<file path="src/rtl/md5_pad.sv">
`default_nettype none
// ============================================================================
//  Module   : md5_pad
//  Purpose  : Byte-serial MD5 message padder and 512-bit block assembler.
//             Accepts message bytes over a valid/ready handshake, appends the
//             0x80 marker, zero fill and the 64-bit little-endian bit length,
//             and hands complete blocks to the MD5 update stage one at a time.
//  Revision : 1.0 - initial release
// ----------------------------------------------------------------------------
//  Ports
//    clk        in   1    single clock, rising edge
//    rst_n      in   1    asynchronous reset, active low
//    in_valid   in   1    in_data / in_last / in_zero valid
//    in_ready   out  1    padder accepts a byte this cycle (registered)
//    in_data    in   8    message byte
//    in_last    in   1    beat ends the message
//    in_zero    in   1    with in_last: beat carries no byte
//    blk_valid  out  1    blk_data holds a complete block
//    blk_ready  in   1    downstream accepts the block
//    blk_data   out  512  block; byte n at [8n+7:8n], word k at [32k+31:32k]
//    blk_first  out  1    first block of a message
//    blk_last   out  1    final block of a message
// ============================================================================
module md5_pad (
  input  logic         clk,
  input  logic         rst_n,
  input  logic         in_valid,
  output logic         in_ready,
  input  logic [7:0]   in_data,
  input  logic         in_last,
  input  logic         in_zero,
  output logic         blk_valid,
  input  logic         blk_ready,
  output logic [511:0] blk_data,
  output logic         blk_first,
  output logic         blk_last
);

  typedef enum logic [1:0] {
    ST_FILL  = 2'd0,
    ST_OUT   = 2'd1,
    ST_EXTRA = 2'd2
  } state_t;

  state_t         state_q,      state_d;
  logic [5:0]     idx_q,        idx_d;
  logic [60:0]    cnt_q,        cnt_d;
  logic [511:0]   blk_q,        blk_d;
  logic           in_ready_q,   in_ready_d;
  logic           blk_valid_q,  blk_valid_d;
  logic           blk_first_q,  blk_first_d;
  logic           blk_last_q,   blk_last_d;
  // A second padding block is owed after the current one is accepted.
  logic           extra_pend_q, extra_pend_d;
  // The owed block starts with the 0x80 marker (message filled a whole block).
  logic           extra_mark_q, extra_mark_d;
  // The next block to be emitted opens a new message.
  logic           first_pend_q, first_pend_d;

  logic           accept;
  logic           byte_inc;
  logic [60:0]    cnt_inc;
  logic [6:0]     fill_n;

  // in_ready is registered and only ever high in FILL, so it alone qualifies
  // a byte transfer.
  assign accept   = in_valid & in_ready_q;
  // in_zero only suppresses the byte on a last beat; otherwise it is ignored.
  assign byte_inc = ~(in_last & in_zero);
  assign cnt_inc  = cnt_q + {60'd0, byte_inc};
  // Bytes in the block once this beat lands (0..64).
  assign fill_n   = {1'b0, idx_q} + {6'd0, byte_inc};

  always_comb begin
    state_d      = state_q;
    idx_d        = idx_q;
    cnt_d        = cnt_q;
    blk_d        = blk_q;
    blk_first_d  = blk_first_q;
    blk_last_d   = blk_last_q;
    extra_pend_d = extra_pend_q;
    extra_mark_d = extra_mark_q;
    first_pend_d = first_pend_q;

    case (state_q)
      ST_FILL: begin
        if (accept) begin
          if (byte_inc) begin
            blk_d[{idx_q, 3'b000} +: 8] = in_data;
          end
          cnt_d = cnt_inc;

          if (!in_last) begin
            idx_d = idx_q + 6'd1;
            if (idx_q == 6'd63) begin
              // Full data block mid-message.
              state_d      = ST_OUT;
              blk_first_d  = first_pend_q;
              first_pend_d = 1'b0;
              blk_last_d   = 1'b0;
            end
          end else begin
            state_d      = ST_OUT;
            blk_first_d  = first_pend_q;
            first_pend_d = 1'b0;
            idx_d        = 6'd0;
            // The buffer is cleared whenever a block leaves, so every slot
            // not written here is already zero.
            if (fill_n <= 7'd55) begin
              blk_d[{fill_n[5:0], 3'b000} +: 8] = 8'h80;
              blk_d[511:448] = {cnt_inc, 3'b000};
              blk_last_d     = 1'b1;
            end else if (fill_n <= 7'd63) begin
              // Marker fits but the length does not.
              blk_d[{fill_n[5:0], 3'b000} +: 8] = 8'h80;
              blk_last_d   = 1'b0;
              extra_pend_d = 1'b1;
              extra_mark_d = 1'b0;
            end else begin
              // Data filled the block; marker moves to the extra block.
              blk_last_d   = 1'b0;
              extra_pend_d = 1'b1;
              extra_mark_d = 1'b1;
            end
          end
        end
      end

      ST_OUT: begin
        if (blk_ready) begin
          blk_d       = '0;
          blk_first_d = 1'b0;
          blk_last_d  = 1'b0;
          if (extra_pend_q) begin
            state_d = ST_EXTRA;
          end else begin
            state_d = ST_FILL;
            if (blk_last_q) begin
              // Message complete: next block starts a fresh message.
              cnt_d        = '0;
              idx_d        = 6'd0;
              first_pend_d = 1'b1;
            end
          end
        end
      end

      ST_EXTRA: begin
        blk_d = '0;
        if (extra_mark_q) begin
          blk_d[7:0] = 8'h80;
        end
        blk_d[511:448] = {cnt_q, 3'b000};
        state_d        = ST_OUT;
        blk_first_d    = 1'b0;
        blk_last_d     = 1'b1;
        extra_pend_d   = 1'b0;
        extra_mark_d   = 1'b0;
      end

      default: begin
        state_d = ST_FILL;
      end
    endcase

    // Handshake flags follow the next state so they change on the same edge
    // that moves the FSM.
    in_ready_d  = (state_d == ST_FILL);
    blk_valid_d = (state_d == ST_OUT);
  end

  always_ff @(posedge clk or negedge rst_n) begin
    if (!rst_n) begin
      state_q      <= ST_FILL;
      idx_q        <= 6'd0;
      cnt_q        <= '0;
      blk_q        <= '0;
      in_ready_q   <= 1'b0;
      blk_valid_q  <= 1'b0;
      blk_first_q  <= 1'b0;
      blk_last_q   <= 1'b0;
      extra_pend_q <= 1'b0;
      extra_mark_q <= 1'b0;
      first_pend_q <= 1'b1;
    end else begin
      state_q      <= state_d;
      idx_q        <= idx_d;
      cnt_q        <= cnt_d;
      blk_q        <= blk_d;
      in_ready_q   <= in_ready_d;
      blk_valid_q  <= blk_valid_d;
      blk_first_q  <= blk_first_d;
      blk_last_q   <= blk_last_d;
      extra_pend_q <= extra_pend_d;
      extra_mark_q <= extra_mark_d;
      first_pend_q <= first_pend_d;
    end
  end

  assign in_ready  = in_ready_q;
  assign blk_valid = blk_valid_q;
  assign blk_data  = blk_q;
  assign blk_first = blk_first_q;
  assign blk_last  = blk_last_q;

endmodule
`default_nettype wire

</file>
<file path="config.mk">
export PLATFORM = sky130hd
export DESIGN_NAME = md5_pad
export DESIGN_NICKNAME = d
export VERILOG_FILES = /design/src/rtl/md5_pad.sv
export SDC_FILE = /design/constraint.sdc
export NUM_CORES = 2
export LEC_CHECK = 0
export ABC_AREA = 1
export CORE_UTILIZATION = 35
export CTS_BUF_LIST = sky130_fd_sc_hd__clkbuf_4
export DETAILED_ROUTE_END_ITERATION = 7
export SETUP_SLACK_MARGIN = 0.5
export SLEW_MARGIN = 30
export SYNTH_ARGS = -nofsm -noshare
export SYNTH_HDL_FRONTEND = slang
export SYNTH_SLANG_ARGS = --single-unit
</file>
<file path="constraint.sdc">
create_clock -name clk -period 4.3 [get_ports clk]
set_clock_uncertainty 0.1 [all_clocks]
set_input_delay 1.29 -clock clk [delete_from_list [all_inputs] [get_ports clk]]
set_output_delay 1.29 -clock clk [all_outputs]
set_load 0.02 [all_outputs]
</file>
==> results.yml <==
drt:
  drt-initial-drc-count: 4718
  first_pass_iters: 6
  routed_wl_um: 163900
  route.detailed.drc: 0
  wl_per_cell_um: 23.53
  drt-vias-per-instance: 5.480
  drtAntennaViolNets: 0
  dr_total_vias: 38180
global_routing:
  grt.total_usage_pct: 32.09
  grt_max_degree: 198
  antenna_found_initial: 8
  grt_pass1_wl_um: 236300
  first_global_vias: 34790
  grt-ovfl-total: 0
logic_synthesis:
  synth_area_um2: 34510
  yosysUniqueCellTypes: 50
  yosysWarnings: 0
  yosysSeqAreaShare_pct: 42.65
  ys_ff_latch: 588
  syn_inst: 4783
  syn-num-nets: 4811
  avgSynthCellArea_um2: 7.214
placed_design:
  dpl.cell_count: 6662
  gp_congestion: 0.9807
  pre_cts_ws_ns: -0.4301
  dp_hpwl_um: 120100
  port_buffers: 529
finish:
  drive_gt1_share_pct: 13.03
  fin_util_pct: 46.94
  final_common_cell: "nand2_1"
  multi_input_area_um2: 16930
  n_fill_cell: 9637
  final_cell_mix: "nand2_1 (1,434), dfrtp_1 (586), clkdlybuf4s50_1 (528)"
  fin_cells: 6967
  syn_to_final_growth_pct: 32.14
  nets: 5590
  final-seq-area_um2: 14720
power:
  sequentialPowerShare_pct: 26.5
  pwr-share-clk_pct: 17.2
  ir_drop_uv: 1119
  p_switching_mw: 15.92
  switching_share_pct: 51.07
  power.density_nw_per_um2: 683.8
  p_leak_nw: 20.80
  combPwrFrac_pct: 56.3
  p_int_mw: 15.26
floorplanning:
  die_w_um: 316.0
  start_util_pct: 35.52
  die_y_um: 316.0
  coreArea_um2: 97140
  num_rows: 114
  pin_count: 530
  die-area_um2: 99850
cts:
  cts_hold_buffers: 0
  numCtsBuffers: 174
  cts_root_buffer: "clkbuf_4"
  cts_tree: "done"
  htree_levels: 4
  clockBufferDepth: 3
  cts.sinks: 588
  cts.clk_slew.worst_paths_ns: 0.06
  clk_latency_ns: 1.12
sta:
  max_clock_freq_mhz: 269.9
  holdWs_ns: 0.1321
  slew_violations: 0
  worst_pin_slew_ns: 1.036
  post-route-period-util_pct: 86.18
  worst_slack_ns: 0.5943
  relSlewSlack_pct: 30.92
  fin_tns_setup_ns: 0
  period_needed_ns: 3.706
  rsz0062_at_grt: "false"
  final_hold_viol_count: 0
  setup_viol: 0
critical_path:
  critPathMaxStageDelay_ns: 0.71
  worst-path-buf-inv: 1
  critPathTopFamily: "buffers and inverters"
  crit_path_end_kind: "primary output"
  required_ns: 2.91
  start_kind: "register"
  crit_fanout: 3
  cp.arrival_ns: 2.32
  cp_cell_sequence: "clkdlybuf4s50_1"
  criticalPathCategory: "register to primary output"
  crit_slowest_cell: "clkdlybuf4s50_1"
outcome:
  outcome: "finished, final reports clean"
hold_path:
  hold_path.class: "input port to asynchronous set/reset pin"
run:
  cap_violations: 0
## path summary, 6_finish.rpt
| path | to | cells past startpoint | start | slack [ns] |
|---|---|---|---|---|
| setup reg to reg | blk_data[206]$_DFFE_PN0P_ | 13 | idx_q[2]$_DFFE_PN0P_ | 0.76 |
| min in group clk | blk_data[426]$_DFFE_PN0P_ | 2 | blk_data[426]$_DFFE_PN0P_ | 0.40 |
| setup / recovery | blk_data[7] | 1 | blk_data[7]$_DFFE_PN0P_ | 0.59 |
| hold / removal | blk_data[69]$_DFFE_PN0P_ | 1 | rst_n | 0.13 |
| max in group asynchronous | cnt_q[6]$_DFFE_PN0P_ | 2 | rst_n | 2.84 |
| hold reg to reg | blk_data[426]$_DFFE_PN0P_ | 2 | blk_data[426]$_DFFE_PN0P_ | 0.40 |
## what timing repair did
action | CTS | global route
gates resized for setup | 0 | 2
buffers inserted | 0 | 0
endpoints found under the setup margin | 0 | 17
## cell families after synthesis
logic type / Yosys count / synth area share (%)
mux: 27 / 0.7832
simple gates: 2268 / 27.37
xor+xnor: 49 / 1.244
fa+ha+maj: 14 / 0.5077
compound gates: 1086 / 18.84
buf+inv: 751 / 8.608
flops: 588 / 42.65
## stage by stage
| stage | total power [mW] | instance area, um2 |
|---|---|---|
| 2_1_floorplan | 17.39 | 34610 |
| 3_3_place_gp | 25.40 | 43450 |
| 3_5_place_dp | 25.50 | 43460 |
| 4_1_cts | 30.96 | 45580 |
| 5_1_grt | 32.83 | 45590 |
| 6_report | 31.18 | 45600 |
## cells in the mapped netlist, drive strengths merged
library cell	number	share of area, %
o21ai	526	7.6
a21o	1	0.022
or2	6	0.11
and2	2	0.036
mux2i	27	0.78
nand3	294	4.4
a22o	3	0.076
dfrtp	587	43
nor3	70	1.1
o22ai	83	1.5
a21oi	152	2.2
nor4	2	0.036
buf	82	1.3
clkbuf	195	2.1
a211oi	7	0.15
inv	465	5.1
nand4	43	0.80
o21a	3	0.065
a31oi	3	0.054
o311ai	2	0.051
nor2	389	4.6
clkinv	9	0.098
ha	14	0.51
o31ai	26	0.57
a21boi	30	0.65
o2111ai	116	2.9
xnor2	1	0.025
o211ai	134	2.9
nor2b	1	0.018
dfstp	1	0.076
xor2	48	1.2
nand2	1461	16
## sequential cells by signal, indices dropped and copies added (netlist names)
name          flops
blk_data        512
blk_first         1
blk_last          1
blk_valid         1
cnt_q            61
extra_mark_q      1
extra_pend_q      1
first_pend_q      1
idx_q             6
in_ready          1
state_q           2
## area by class of cell
| cell class | instances | share of cell area [%] |
|---|---|---|
| timing repair buffer | 880 | 18.47 |
| tap | 1276 | 3.502 |
| clock buffer | 250 | 4.116 |
| antenna | 4 | 0.02195 |
| sequential | 588 | 32.28 |
| inverter | 474 | 3.941 |
| multi-input combinational | 3444 | 37.13 |
| clock inverter | 51 | 0.5433 |
## power by group through the flow
stage          Sequential [mW]  Clock (mW)  Combinational, mW
6_report                  8.26        5.37               17.6
5_1_grt                   8.37        5.78               18.7
4_1_cts                   8.21        5.48               17.3
3_5_place_dp              8.30           0               17.2
3_3_place_gp              8.27           0               17.1
2_1_floorplan             9.18           0               8.21
## routing by layer
layer | part of all wire, % | track usage [%]
met1 | 42 | 43.55
met2 | 44 | 48.72
met5 | 0 | 0
met3 | 9.5 | 7.241
met4 | 4.5 | 14.26
No activity file was read; power rests on OpenSTA's default activity.
